**src/rtl/fir_seq_pkg.sv**
```systemverilog
// Shared constants and FSM state type for the FIR sequencer.
// The FLUSH state only exists when FIR_SEQ_FLUSH_EN is defined.
package fir_seq_pkg;

  localparam int unsigned NUM_TAPS   = 5;
  localparam int unsigned RD_LAT     = 1;
  localparam int unsigned FIR_LAT    = 2;
  localparam int unsigned FLUSH_LEN  = 4;
  localparam int unsigned PIPE_DEPTH = RD_LAT + 1 + FIR_LAT;

  typedef enum logic [2:0] {
    ST_IDLE,
    ST_RUN,
`ifdef FIR_SEQ_FLUSH_EN
    ST_FLUSH,
`endif
    ST_DRAIN,
    ST_DONE
  } state_e;

endpackage

```
**src/rtl/fir_seq_dly.sv**
```systemverilog
// Valid + index delay pipe; aligns each issued sample slot with its
// FIR result so the destination write strobe and address line up.
module fir_seq_dly #(
  parameter int unsigned DEPTH  = 4,
  parameter int unsigned DATA_W = 10
) (
  input  logic              clk,
  input  logic              rst_n,
  input  logic              in_valid,
  input  logic [DATA_W-1:0] in_data,
  output logic [DEPTH-1:0]  valid_o,
  output logic [DATA_W-1:0] data_o
);

  logic [DEPTH-1:0]             valid_q, valid_d;
  logic [DEPTH-1:0][DATA_W-1:0] data_q, data_d;

  always_comb begin
    valid_d = {valid_q[DEPTH-2:0], in_valid};
    data_d  = {data_q[DEPTH-2:0], in_data};
  end

  always_ff @(posedge clk or negedge rst_n) begin
    if (!rst_n) begin
      valid_q <= '0;
      data_q  <= '0;
    end else begin
      valid_q <= valid_d;
      data_q  <= data_d;
    end
  end

  assign valid_o = valid_q;
  assign data_o  = data_q[DEPTH-1];

endmodule

```
**src/rtl/fir_seq_ctrl.sv**
```systemverilog
// Sequencer streaming N samples from a source BRAM through a 5-tap FIR
// into a destination BRAM. Define FIR_SEQ_FLUSH_EN to append 4 zero samples.
module fir_seq_ctrl
  import fir_seq_pkg::*;
#(
  parameter int unsigned ADDR_W = 10
) (
  input  logic              clk,
  input  logic              rst_n,
  input  logic              start,
  input  logic [ADDR_W-1:0] len,
  input  logic [ADDR_W-1:0] src_base,
  input  logic [ADDR_W-1:0] dst_base,
  output logic              busy,
  output logic              done,
  output logic              rd_en,
  output logic [ADDR_W-1:0] rd_addr,
  input  logic [7:0]        rd_data,
  output logic [7:0]        tap0,
  output logic [7:0]        tap1,
  output logic [7:0]        tap2,
  output logic [7:0]        tap3,
  output logic [7:0]        tap4,
  input  logic [7:0]        fir_out,
  output logic              wr_en,
  output logic [ADDR_W-1:0] wr_addr,
  output logic [7:0]        wr_data
);

  localparam int unsigned SHIFT_STG = RD_LAT - 1;
  localparam int unsigned WR_STG    = PIPE_DEPTH - 1;

  state_e                     state_q, state_d;
  logic [ADDR_W-1:0]          len_q, len_d;
  logic [ADDR_W-1:0]          src_q, src_d;
  logic [ADDR_W-1:0]          dst_q, dst_d;
  logic [ADDR_W-1:0]          cnt_q, cnt_d;
  logic [NUM_TAPS-1:0][7:0]   taps_q, taps_d;
  logic                       accept_run;
  logic                       slot_valid;
  logic                       pending;
  logic [PIPE_DEPTH-1:0]      pipe_valid;
  logic [ADDR_W-1:0]          pipe_idx;

`ifdef FIR_SEQ_FLUSH_EN
  localparam logic [ADDR_W-1:0] FLUSH_LAST = ADDR_W'(FLUSH_LEN - 1);
  logic                       slot_zero;
  logic                       zero_q;
  logic [ADDR_W-1:0]          flush_end;
  assign flush_end = len_q + FLUSH_LAST;
`endif

  // Slot index keeps counting through FLUSH so tail writes land at dst_base+N..
  fir_seq_dly #(
    .DEPTH  (PIPE_DEPTH),
    .DATA_W (ADDR_W)
  ) u_dly (
    .clk      (clk),
    .rst_n    (rst_n),
    .in_valid (slot_valid),
    .in_data  (cnt_q),
    .valid_o  (pipe_valid),
    .data_o   (pipe_idx)
  );

  assign pending = |pipe_valid[WR_STG-1:0];

  always_ff @(posedge clk or negedge rst_n) begin
    if (!rst_n) begin
      state_q <= ST_IDLE;
      len_q   <= '0;
      src_q   <= '0;
      dst_q   <= '0;
      cnt_q   <= '0;
      taps_q  <= '0;
`ifdef FIR_SEQ_FLUSH_EN
      zero_q  <= 1'b0;
`endif
    end else begin
      state_q <= state_d;
      len_q   <= len_d;
      src_q   <= src_d;
      dst_q   <= dst_d;
      cnt_q   <= cnt_d;
      taps_q  <= taps_d;
`ifdef FIR_SEQ_FLUSH_EN
      zero_q  <= slot_zero;
`endif
    end
  end

  always_comb begin
    state_d    = state_q;
    len_d      = len_q;
    src_d      = src_q;
    dst_d      = dst_q;
    cnt_d      = cnt_q;
    accept_run = 1'b0;
    case (state_q)
      ST_IDLE: begin
        if (start) begin
          if (len == '0) begin
            state_d = ST_DONE;
          end else begin
            state_d    = ST_RUN;
            accept_run = 1'b1;
            len_d      = len;
            src_d      = src_base;
            dst_d      = dst_base;
            cnt_d      = '0;
          end
        end
      end
      ST_RUN: begin
        cnt_d = cnt_q + 1'b1;
        if (cnt_q == len_q - 1'b1) begin
`ifdef FIR_SEQ_FLUSH_EN
          state_d = ST_FLUSH;
`else
          state_d = ST_DRAIN;
`endif
        end
      end
`ifdef FIR_SEQ_FLUSH_EN
      ST_FLUSH: begin
        cnt_d = cnt_q + 1'b1;
        if (cnt_q == flush_end) state_d = ST_DRAIN;
      end
`endif
      ST_DRAIN: begin
        if (!pending) state_d = ST_DONE;
      end
      ST_DONE:  state_d = ST_IDLE;
      default:  state_d = ST_IDLE;
    endcase
  end

  always_comb begin
    busy       = 1'b0;
    done       = 1'b0;
    rd_en      = 1'b0;
    slot_valid = 1'b0;
`ifdef FIR_SEQ_FLUSH_EN
    slot_zero  = 1'b0;
`endif
    case (state_q)
      ST_RUN: begin
        busy       = 1'b1;
        rd_en      = 1'b1;
        slot_valid = 1'b1;
      end
`ifdef FIR_SEQ_FLUSH_EN
      ST_FLUSH: begin
        busy       = 1'b1;
        slot_valid = 1'b1;
        slot_zero  = 1'b1;
      end
`endif
      ST_DRAIN: busy = 1'b1;
      ST_DONE:  done = 1'b1;
      default:  ;
    endcase
    rd_addr = rd_en ? src_q + cnt_q : '0;
    wr_en   = pipe_valid[WR_STG];
    wr_addr = wr_en ? dst_q + pipe_idx : '0;
    wr_data = wr_en ? fir_out : '0;
  end

  // Shift happens when the slot's BRAM data arrives (RD_LAT == 1 stage).
  always_comb begin
    taps_d = taps_q;
    if (accept_run) begin
      taps_d = '0;
    end else if (pipe_valid[SHIFT_STG]) begin
      for (int unsigned k = 1; k < NUM_TAPS; k++) taps_d[k] = taps_q[k-1];
`ifdef FIR_SEQ_FLUSH_EN
      taps_d[0] = zero_q ? '0 : rd_data;
`else
      taps_d[0] = rd_data;
`endif
    end
  end

  assign tap0 = taps_q[0];
  assign tap1 = taps_q[1];
  assign tap2 = taps_q[2];
  assign tap3 = taps_q[3];
  assign tap4 = taps_q[4];

endmodule

```
**config.mk**
```make
export PLATFORM = sky130hd
export DESIGN_NAME = fir_seq_ctrl
export DESIGN_NICKNAME = d
export VERILOG_FILES = /design/src/rtl/fir_seq_pkg.sv /design/src/rtl/fir_seq_dly.sv /design/src/rtl/fir_seq_ctrl.sv
export SDC_FILE = /design/constraint.sdc
export NUM_CORES = 1
export LEC_CHECK = 0
export CORE_MARGIN = 1.5
export CORE_UTILIZATION = 51
export DETAILED_ROUTE_END_ITERATION = 10
export GPL_TIMING_DRIVEN = 0
export HOLD_SLACK_MARGIN = 0.05
export PLACE_DENSITY = 0.76
export SYNTH_ARGS = -nofsm -noshare
export SYNTH_HDL_FRONTEND = slang
export SYNTH_SLANG_ARGS = --single-unit
```
**constraint.sdc**
```tcl
create_clock -name clk -period 3.3 [get_ports clk]
set_input_delay 0.66 -clock clk [delete_from_list [all_inputs] [get_ports clk]]
set_output_delay 0.66 -clock clk [all_outputs]
set_load 0.02 [all_outputs]
```
==> flow_summary_export.csv <==
group,metric,value,unit
setup_path,cp_max_fo,2,
clock_network,insertion_delay,0.52,ns
placed_design,place_area,0.00711,sq mm
placed_design,portBuffers,120,
clock_network,root_buffer,"clkbuf_8",
clock_network,cts_buffers,17,
sta,fin_crit,3.45,ns
yosys,ys.flop_type,"dfrtp_1",
routing,drtIter0Drc,157,
setup_path,crit_start,"dst_q[0]",
placed_design,place_hpwl,8870,microns
layout,fin_nets,706,
power_and_ir_drop,internal_power,2.97,mW
worst_hold_path,hold_depth,0,
floorplanning,num_io_pins,121,
setup_path,worst_setup_path_end_kind,"output port",
sta,drv_slew,0,
routing,wirelength,12700,microns
grt,grt_max_degree,90,
worst_hold_path,hold_path_class,"reg -> reg",
routing,post-route-drc-count,0,
yosys,synth_edf_count,0,
grt,grt_pass1_wl,20000,microns
sta,rsz0062_at_grt,"yes",
setup_path,reg2reg_from,"len_q[0]",
yosys,syn_area_per_cell,11.8,sq um
grt,track_usage,22.3,%
floorplanning,die-width,109,microns
routing,ant_nets,0,
layout,diodes,0,
clock_network,cts.clk_slew.worst_paths,0.06,ns
power_and_ir_drop,comb_power_share,10.6,%
run,maxCapViolations,0,
routing,avgViaCountPerCell,5.36,
sta,finalHoldViolCount,0,
clock_network,cts_buffer_depth,2,
layout,final_common_cell,"dfrtp_1",
power_and_ir_drop,p_switching,955,uW
clock_network,cts_tree,"done",
power_and_ir_drop,power_density,495,mW/mm^2
sta,holdWs,0.346,ns
yosys,syn-num-nets,558,
sta,fin_skew,0.00999,ns
yosys,synth_cell_types,50,
grt,antenna_found_initial,0,
placed_design,gp_congestion,0.842,
setup_path,reg2reg_slack,0.82,ns
sta,max_slew.worst_pin.slew,0.722,ns
setup_path,critPathCapture,"wr_addr[8]",
sta,worst_slack,-0.154,ns
setup_path,startpoint_type,"flop",
setup_path,timing.rr.end,"state_q[1]",
sta,finalCritPeriodShare,105,%
layout,stdcell_count,784,
sta,relSlewSlack,51.9,%
yosys,ys_warn_count,0,
yosys,ys_seq_area_share,55.2,%
placed_design,placed_cells,744,
sta,fmax,0.290,GHz
power_and_ir_drop,seq_power_share,41.8,%
yosys,ys_ff_latch,126,
yosys,syn_area,0.00571,sq mm
power_and_ir_drop,p_total,3.92,mW
clock_network,clock_sinks,126,
floorplanning,rows,38,
power_and_ir_drop,clkPwrFrac,47.6,%
layout,drive_above_1_share,18.5,%
power_and_ir_drop,swShare,24.3,%
floorplanning,fp.coreArea,0.0109,sq mm
power_and_ir_drop,p_leak,3.50,nW
routing,via_count,4202,
setup_path,cp.arrival,2.79,ns
floorplanning,initial_core_util,52.4,%
status,status,"finished with violations",
grt,grt_pass1_vias,4159,
floorplanning,fp.dieH,109,microns
routing,wire_per_inst,16.1,microns
setup_path,critical_path_class,"reg -> out",
sta,setup_viol,3,
layout,fin_area,0.00793,sq mm
grt,grt-ovfl-total,0,
setup_path,r2r_cells,7,
power_and_ir_drop,peakVddDrop,343,uV
status,violations,"negative setup slack",
clock_network,htree_levels,4,
yosys,async_flop_share,100,%
layout,syn2layout_area_growth,38.9,%
yosys,syn_inst,483,
layout,final_cell_mix,"dfrtp_1 (122), clkdlybuf4s50_1 (107), nor2_1 (66), mux2i_1 (45), mux2_2 (28)",
routing,firstDrtPassIters,4,
layout,nFillCells,784,
floorplanning,dieArea,0.0118,sq mm
setup_path,cp_data_required_time,2.64,ns
layout,final_util,72.8,%
==> synthesized netlist by cell type, drive strengths merged, types with 2 or more instances <==
| master | n | share of area, % |
|---|---|---|
| or2 | 5 | 0.55 |
| a31oi | 2 | 0.22 |
| o31a | 2 | 0.31 |
| a21o | 4 | 0.53 |
| inv | 16 | 1.1 |
| o21ai | 17 | 1.5 |
| nor2 | 68 | 4.5 |
| mux2i | 45 | 7.9 |
| xor2 | 14 | 2.1 |
| o211ai | 2 | 0.26 |
| nor4 | 3 | 0.44 |
| mux2 | 29 | 5.7 |
| clkbuf | 16 | 1.1 |
| o31ai | 2 | 0.26 |
| o311ai | 2 | 0.31 |
| nand2 | 16 | 1.1 |
| nand2b | 5 | 0.55 |
| a41oi | 2 | 0.44 |
| o21bai | 3 | 0.39 |
| ha | 24 | 5.3 |
| o41ai | 2 | 0.31 |
| nand4 | 2 | 0.22 |
| xnor2 | 13 | 2.0 |
| nor3 | 2 | 0.18 |
| nand3 | 4 | 0.35 |
| dfrtp | 126 | 55 |
| a2111oi | 3 | 0.46 |
| and2 | 16 | 1.8 |
| or3 | 2 | 0.22 |
| a21oi | 14 | 1.2 |
| fa | 2 | 0.70 |
| a211oi | 6 | 0.79 |
| nor3b | 2 | 0.26 |
==> cell families (layout without fill, tap and decap cells) <==
| group | after synthesis | count (layout) | share of synthesized area (%) |
|---|---|---|---|
| AO/OA/AOI/OAI | 67 | 67 | 7.89 |
| XOR/XNOR | 27 | 27 | 4.14 |
| adder cells (fa/ha/maj) | 26 | 26 | 5.96 |
| buffers and inverters | 33 | 194 | 2.19 |
| flip-flops | 126 | 126 | 55.2 |
| multiplexers | 74 | 74 | 13.6 |
| AND/OR/NAND/NOR | 130 | 130 | 11.0 |
==> layout make-up <==
cell class	instances	area (sq um)	share of cell area, %
Clock buffer	18	418	5.27
Buffer	17	66.3	0.836
Sequential cell	126	3160	39.8
Timing Repair Buffer	129	1260	15.9
Multi-Input combinational cell	324	2610	32.9
Clock inverter	14	183	2.30
Inverter	16	60.1	0.757
Tap cell	140	175	2.21
==> how the worst min path moves through the flow <==
stage                           from               end  slack [ns]
global route        u_dly.data_d[32]   u_dly.data_o[2]        0.35
detailed placement  u_dly.data_d[28]  u_dly.data_d[38]        0.33
CTS                 u_dly.data_d[32]   u_dly.data_o[2]        0.35
floorplan           u_dly.data_d[10]  u_dly.data_d[20]        0.33
finish              u_dly.data_d[39]   u_dly.data_o[9]        0.35
global placement    u_dly.data_d[29]  u_dly.data_d[39]        0.33
==> state kept, by name, summed over array words and instances, names as in the netlist <==
| name | cells |
|---|---|
| cnt_q | 10 |
| dst_q | 10 |
| len_q | 10 |
| src_q | 10 |
| state_q | 2 |
| tap0 | 8 |
| tap1 | 8 |
| tap2 | 8 |
| tap3 | 8 |
| tap4 | 8 |
| u_dly.data_d | 30 |
| u_dly.data_o | 10 |
| u_dly.valid_o | 4 |
==> metal layers <==
metal | routed length, microns | global-route usage (%) | vias to the layer above
li1 | - | - | 1990
met1 | 5460 | 27.2 | 2080
met2 | 6430 | 38.5 | 107
met3 | 494 | 4.66 | 25
met4 | 276 | 9.49 | 0
met5 | 0 | 0 | -
==> worst max-delay path, stage by stage, from the launching register on <==
cell and delay [ns]:
dfrtp_1 0.38, ha_2 0.20, fa_2 0.35, a21o_1 0.18
a21oi_2 0.20, o21bai_4 0.10, a2111oi_4 0.43, nor3_2 0.10
nor3b_2 0.18, buf_4 0.16
==> metrics by stage <==
| stage | TNS, ns | setup slack [ns] |
|---|---|---|
| floorplan | 0 | 0.140 |
| global placement | -388.23 | -3.09 |
| detailed placement | -1.17 | -0.527 |
| CTS | -0.180 | -0.121 |
| global route | -0.645 | -0.250 |
| finish | -0.338 | -0.154 |
==> power by group through the flow <==
stage	sequential [mW]	clock, mW	combinational, mW
floorplan	1.69	0	0.168
global placement	1.66	0	0.383
detailed placement	1.67	0	0.398
CTS	1.64	1.89	0.411
global route	1.64	1.97	0.456
finish	1.64	1.87	0.417
==> what timing repair did <==
item,CTS,global route
hold buffers,1,0
endpoints found under the hold margin,37,0
resized for setup,60,29
pin swaps,7,8
endpoints found under the setup margin,12,11
setup buffers,5,2
Note: power is estimated with default switching activity, not from simulation.
